===== src/rtl/sd_dfc_rcrx_if.sv =====
// Handshake bundle for the delayed-flow-control receiver.
// Producer side: p_data/p_vld in, p_fc_n back. Consumer side: c_data/c_srdy out, c_drdy in.
// The receiver uses the slave view; the producer/consumer environment uses the master view.
interface sd_dfc_rcrx_if #(
    parameter int width = 8
);
    logic [width-1:0] p_data;
    logic             p_vld;
    logic             p_fc_n;
    logic [width-1:0] c_data;
    logic             c_srdy;
    logic             c_drdy;

    modport master (
        output p_data, p_vld, c_drdy,
        input  p_fc_n, c_data, c_srdy
    );

    modport slave (
        input  p_data, p_vld, c_drdy,
        output p_fc_n, c_data, c_srdy
    );
endinterface


===== src/rtl/sd_dfc_rcrx.sv =====
// Delayed-flow-control receiver: a skid FIFO behind a rate-controlled DFC sender.
// p_fc_n is registered and drops while `skid` entries are still free, so that
// beats already in flight land safely. Occupancy, a high-water mark and a sticky
// overflow flag are exported for the cfg slave.
module sd_dfc_rcrx #(
    parameter int width = 8,
    parameter int depth = 8,
    parameter int skid  = 3,
    parameter int asz   = $clog2(depth + 1)
) (
    input  logic           clk,
    input  logic           rst,
    sd_dfc_rcrx_if.slave   bus,
    output logic [asz-1:0] usage,
    output logic [asz-1:0] hwm,
    output logic           overflow,
    input  logic           clr_mon
);
    localparam int psz = (depth > 1) ? $clog2(depth) : 1;
    localparam logic [psz-1:0] last_ptr = psz'(depth - 1);
    localparam logic [asz-1:0] depth_c  = asz'(depth);
    localparam logic [asz-1:0] skid_c   = asz'(skid);

    logic [width-1:0] mem [depth];
    logic [psz-1:0]   wr_ptr;
    logic [psz-1:0]   rd_ptr;
    logic [asz-1:0]   count;
    logic [asz-1:0]   nxt_count;
    logic [asz-1:0]   free_nxt;
    logic             full;
    logic             pop;
    logic             push;
    logic             drop;

    assign bus.c_srdy = (count != '0);
    assign bus.c_data = mem[rd_ptr];
    assign usage      = count;

    // Accept/drop decision and next occupancy; a full FIFO still accepts when it pops the same cycle.
    always_comb begin
        full      = (count == depth_c);
        pop       = bus.c_srdy && bus.c_drdy;
        push      = bus.p_vld && (!full || pop);
        drop      = bus.p_vld && !push;
        nxt_count = count + asz'(push) - asz'(pop);
        free_nxt  = depth_c - nxt_count;
    end

    // Occupancy, pointers (explicit wrap at depth-1) and registered flow control.
    always_ff @(posedge clk) begin
        if (rst) begin
            count      <= '0;
            wr_ptr     <= '0;
            rd_ptr     <= '0;
            bus.p_fc_n <= 1'b0;
        end else begin
            count      <= nxt_count;
            bus.p_fc_n <= (free_nxt > skid_c);
            if (push) begin
                wr_ptr <= (wr_ptr == last_ptr) ? '0 : wr_ptr + 1'b1;
            end
            if (pop) begin
                rd_ptr <= (rd_ptr == last_ptr) ? '0 : rd_ptr + 1'b1;
            end
        end
    end

    // Storage array; no reset needed since contents are only visible through valid pointers.
    always_ff @(posedge clk) begin
        if (!rst && push) begin
            mem[wr_ptr] <= bus.p_data;
        end
    end

    // Monitor: high-water mark and sticky overflow; clr_mon reloads from this cycle's result.
    always_ff @(posedge clk) begin
        if (rst) begin
            hwm      <= '0;
            overflow <= 1'b0;
        end else if (clr_mon) begin
            hwm      <= nxt_count;
            overflow <= drop;
        end else begin
            hwm      <= (nxt_count > hwm) ? nxt_count : hwm;
            overflow <= overflow || drop;
        end
    end

`ifndef SYNTHESIS
    logic           fc_d;
    logic [asz-1:0] win;
    logic           fall_now;

    assign fall_now = fc_d && !bus.p_fc_n;

    // Tracks the skid window: the first `skid` cycles after p_fc_n falls.
    always_ff @(posedge clk) begin
        if (rst) begin
            fc_d <= 1'b0;
            win  <= '0;
        end else begin
            fc_d <= bus.p_fc_n;
            if (fall_now) begin
                win <= skid_c - asz'(1);
            end else if (win != '0) begin
                win <= win - asz'(1);
            end
        end
    end

    a_no_pop_empty : assert property (@(posedge clk) disable iff (rst) pop |-> (count != '0));
    a_count_range  : assert property (@(posedge clk) disable iff (rst) count <= depth_c);
    a_skid_window  : assert property (@(posedge clk) disable iff (rst) !((fall_now || win != '0) && drop));
`endif
endmodule


===== src/flat_wrapper.sv =====
// flat-port wrapper written by rule: the top's interface ports become plain ports
module sd_dfc_rcrx_flat 
#(
    parameter int width = 8,
    parameter int depth = 8,
    parameter int skid  = 3,
    parameter int asz   = $clog2(depth + 1)
)
  (clk, rst, usage, hwm, overflow, clr_mon, bus_p_data, bus_p_vld, bus_c_drdy, bus_p_fc_n, bus_c_data, bus_c_srdy);
  sd_dfc_rcrx_if #(.width(width)) bus_i ();
  input  logic clk;
  input  logic rst;
  output logic [asz-1:0] usage;
  output logic [asz-1:0] hwm;
  output logic overflow;
  input  logic clr_mon;
  input wire logic [$bits(bus_i.p_data)-1:0] bus_p_data;
  input wire logic [$bits(bus_i.p_vld)-1:0] bus_p_vld;
  input wire logic [$bits(bus_i.c_drdy)-1:0] bus_c_drdy;
  output wire logic [$bits(bus_i.p_fc_n)-1:0] bus_p_fc_n;
  output wire logic [$bits(bus_i.c_data)-1:0] bus_c_data;
  output wire logic [$bits(bus_i.c_srdy)-1:0] bus_c_srdy;
  assign bus_i.p_data = bus_p_data;
  assign bus_i.p_vld = bus_p_vld;
  assign bus_i.c_drdy = bus_c_drdy;
  assign bus_p_fc_n = bus_i.p_fc_n;
  assign bus_c_data = bus_i.c_data;
  assign bus_c_srdy = bus_i.c_srdy;
  sd_dfc_rcrx #(.width(width), .depth(depth), .skid(skid), .asz(asz)) u_core (.clk(clk), .rst(rst), .bus(bus_i), .usage(usage), .hwm(hwm), .overflow(overflow), .clr_mon(clr_mon));
endmodule

===== config.mk =====
export PLATFORM = sky130hd
export DESIGN_NAME = sd_dfc_rcrx_flat
export DESIGN_NICKNAME = d
export VERILOG_FILES = /design/src/rtl/sd_dfc_rcrx_if.sv /design/src/rtl/sd_dfc_rcrx.sv /design/src/flat_wrapper.sv
export SDC_FILE = /design/constraint.sdc
export NUM_CORES = 1
export LEC_CHECK = 0
export ABC_AREA = 1
export BUFFER_PORTS_ARGS = -buffer_cell sky130_fd_sc_hd__buf_2
export CAP_MARGIN = 25
export CORE_ASPECT_RATIO = 1.75
export CORE_MARGIN = 3
export CORE_UTILIZATION = 47
export CTS_CLUSTER_DIAMETER = 150
export DETAILED_ROUTE_END_ITERATION = 16
export GPL_TIMING_DRIVEN = 1
export HOLD_SLACK_MARGIN = 0.15
export PLACE_DENSITY = 0.75
export SLEW_MARGIN = 0
export SYNTH_ARGS = -nofsm -noshare
export SYNTH_HDL_FRONTEND = slang
export SYNTH_SLANG_ARGS = --single-unit
export TNS_END_PERCENT = 5

===== constraint.sdc =====
create_clock -name clk -period 2.8 [get_ports clk]
set_input_delay 0.42 -clock clk [delete_from_list [all_inputs] [get_ports clk]]
set_output_delay 0.42 -clock clk [all_outputs]
set_load 0.05 [all_outputs]

==> summary.txt <==
Synth-to-layout area growth -> 19.6%
Deepest clock path buffer count -> 2
Number of remaining DRC errors -> 0
EDFF count, synth -> 64
Count of input and output buffers -> 31
Share of flip-flops with an asynchronous set or reset -> 0
Area occupied by multi-input gates -> 1220 sq um
Flops & latches, synth -> 83
Largest net degree at the start of global routing -> 33
NumNets Final -> 398
Estimated wirelength of the detail-placed design -> 5.24 mm
Residual overflow from global routing -> 0
Most used DFF post-synth -> edfxtp_1
Setup TNS after final layout -> 0 ns
Synth Area per Inst -> 11.1 sq um
Critical Path Source Type -> register
Achievable Freq -> 0.362 GHz
Setup repair after global routing missed its margin -> yes
Proportion of layout cells with a drive suffix above 1 -> 0.258
Wire length of the first global-routing pass -> 12.4 mm
Sequential fraction of the synthesis area -> 0.636
Number of primary I/O pins -> 32
GRT Util Overall -> 0.186
Path depth of the worst reg2reg path -> 19
Worst-case headroom to the max-slew limit -> 0.628
Yosys warnings -> 0
PD cells -> 1180 nW/um^2
Total clock buffers created by CTS -> 9
Maximum level of the CTS H-tree -> 3
Average via count per standard cell -> 5.39
Class of the tightest hold or removal check -> in -> reg
Initial core utilization -> 0.493
Count of vias placed by the detailed router -> 2,491
Final hold viol count -> 0
Count of fill cells added during filler insertion -> 589
CP Max Fanout -> 8
Clock input transition at the sequential cells of the worst setup and hold paths -> 0.06 ns
Sequential cell area in the final layout -> 2320 sq um
Post-synthesis cell count -> 325
Post-Synthesis Cell Area -> 3620 sq um
Total clock sinks -> 83
Static Leak -> 1.73 nW
Worst VDD drop -> 1320 uV
Post-route minimum period -> 2.76 ns
Worst setup path category -> reg -> reg
Crit path DAT -> 2.98 ns
Result of the run -> completed
Count of unique library cells instantiated by Yosys -> 32
Average wire per standard cell -> 16.1 microns
Antenna violations before repair -> 0
Final weighted congestion in routability-driven placement -> 0.796
Total of endpoints with negative setup slack in the final report -> 0
Die extent in x -> 72.3 microns
Final max-slew violation count -> 0
Period utilisation layout -> 0.986
Clock root buffer -> clkbuf_16
Core region area -> 7340 sq um
Cell count of the worst hold path -> 1
Worst Clk Skew -> 0.00451 ns
Number of max-capacitance violations reported -> 0
First-pass detailed-route iteration total -> 4
Type of destination of the critical path -> register
Vias in the first global route -> 2,513
Number of antenna repair diodes -> 0
Number of nets with antenna violations after detailed routing -> 0
Mapped Nets -> 352
TritonCTS clock tree -> done
Worst hold slack -> 0.359 ns
Clk_lat worst skew -> 0.33 ns
Final WL -> 7.46 mm
Placement row count -> 41
Floorplan die area -> 8830 sq um
DR iter-0 viols -> 250
Required time at the worst-slack endpoint -> 3.02 ns
Die outline height -> 122 microns
Transition at the pin with the smallest max-transition slack -> 0.557 ns
==> sequential cells by signal, indices dropped and copies added, names as in the netlist, named ones only <==
register,cells
u_core.mem,64
u_core.usage,4
u_core.bus.p_fc_n,1
u_core.rd_ptr,3
u_core.hwm,4
u_core.overflow,1
u_core.wr_ptr,3
==> power breakdown <==
group	switching, mW	internal, mW	leakage [nW]
clock	0.440	0.711	0.149
combinational	1.60	0.808	0.838
sequential	0.0848	1.46	0.738
total	2.13	2.98	1.73
==> Yosys cell counts (2+ instances only) <==
master    instances  area (sq um)
inv_2             3          11.3
nand2_4           5          56.3
buf_2             5          25.0
o211a_1           2          20.0
buf_4             2          15.0
edfxtp_1         64          1920
nand3_1           7          35.0
nor2_1           72           270
nand2_1          41           154
nand4_2           2          25.0
clkinv_1          2          7.51
o21ai_1           2          10.0
dfxtp_1          19           380
clkbuf_1          2          7.51
nand2_2           2          12.5
buf_6             2          22.5
o21ai_0          18          90.1
inv_1            25          93.8
ha_1             13           163
a21oi_1          10          50.1
o32ai_1          16           140
==> placed cells by master (no fill, tap or decap), types with 3 or more instances in the layout <==
| cell | instances |
|---|---|
| clkinv_2 | 3 |
| dfxtp_4 | 4 |
| ha_1 | 9 |
| inv_1 | 19 |
| nand2_4 | 3 |
| buf_4 | 15 |
| nand3_1 | 6 |
| edfxtp_1 | 64 |
| nor2_1 | 72 |
| o21ai_0 | 18 |
| inv_2 | 7 |
| o32ai_1 | 16 |
| buf_2 | 31 |
| ha_4 | 4 |
| a21oi_1 | 6 |
| clkbuf_16 | 9 |
| a21oi_2 | 4 |
| nand2_1 | 41 |
| dfxtp_1 | 15 |
==> stage by stage <==
stage               instance area [sq um]  power, mW   util  cells  setup WS [ns]
CTS                                  4320       5.13  0.588    462     0.00000178
global route                         4330       5.47  0.590    462         -0.184
detailed placement                   4010       3.95  0.547    445        -0.0377
floorplan                            3710       3.44      -    325        -0.0799
global placement                     4010       3.88  0.547    445         0.0558
finish                               4330       5.10  0.590    462         0.0389
==> cell type report <==
| cell class | count | area share |
|---|---|---|
| clock buffers | 11 | 0.0561 |
| clock inverters | 5 | 0.0124 |
| inverters | 30 | 0.0272 |
| multi-input cells | 201 | 0.282 |
| flip-flops and latches | 83 | 0.535 |
| well taps | 86 | 0.0249 |
| repair buffers | 46 | 0.0618 |
==> kinds of logic after synthesis <==
family          after synthesis  synth area share
simple gates                135             0.166
flops                        83             0.636
compound gates               51            0.0930
buf+inv                      41            0.0505
fa+ha+maj                    14            0.0505
xor+xnor                      1           0.00449
==> critical path, stage by stage (launching register included) <==
cell and delay (ns):
dfxtp_4 0.35, inv_2 0.06, ha_4 0.16, nand2_8 0.06
nand2_8 0.09, inv_4 0.04, ha_4 0.20, inv_2 0.05
ha_4 0.12, inv_2 0.03, fa_1 0.50, inv_2 0.07
ha_4 0.26, inv_1 0.03, o21bai_1 0.14, nand4_2 0.10
nand2_2 0.09, nand2_4 0.10, a21oi_2 0.13, nor2_1 0.06
==> metal layers <==
metal / global-route usage / vias to the layer above / part of all wire
li1: - / 1217 / -
met1: 0.210 / 1212 / 0.37
met2: 0.340 / 58 / 0.58
met3: 0.0363 / 4 / 0.040
met4: 0.0694 / 0 / 0.011
met5: 0 / - / 0
==> timing repair <==
item                                    4_1_cts  5_1_grt
buffers inserted                              1        0
hold buffers                                  0        0
endpoints found under the setup margin        4        4
gates resized for setup                       0        2
pin swaps                                     3        2
==> path summary, 6_finish.rpt <==
kind                   startpoint          endpoint  slack [ns]
hold / removal      bus_p_data[0]  u_core.mem[5][0]        0.36
hold reg to reg   u_core.overflow   u_core.overflow        0.48
setup / recovery  u_core.usage[3]     u_core.hwm[3]        0.04
setup reg to reg  u_core.usage[3]     u_core.hwm[3]        0.04
No activity file was read; power rests on OpenSTA's default activity.
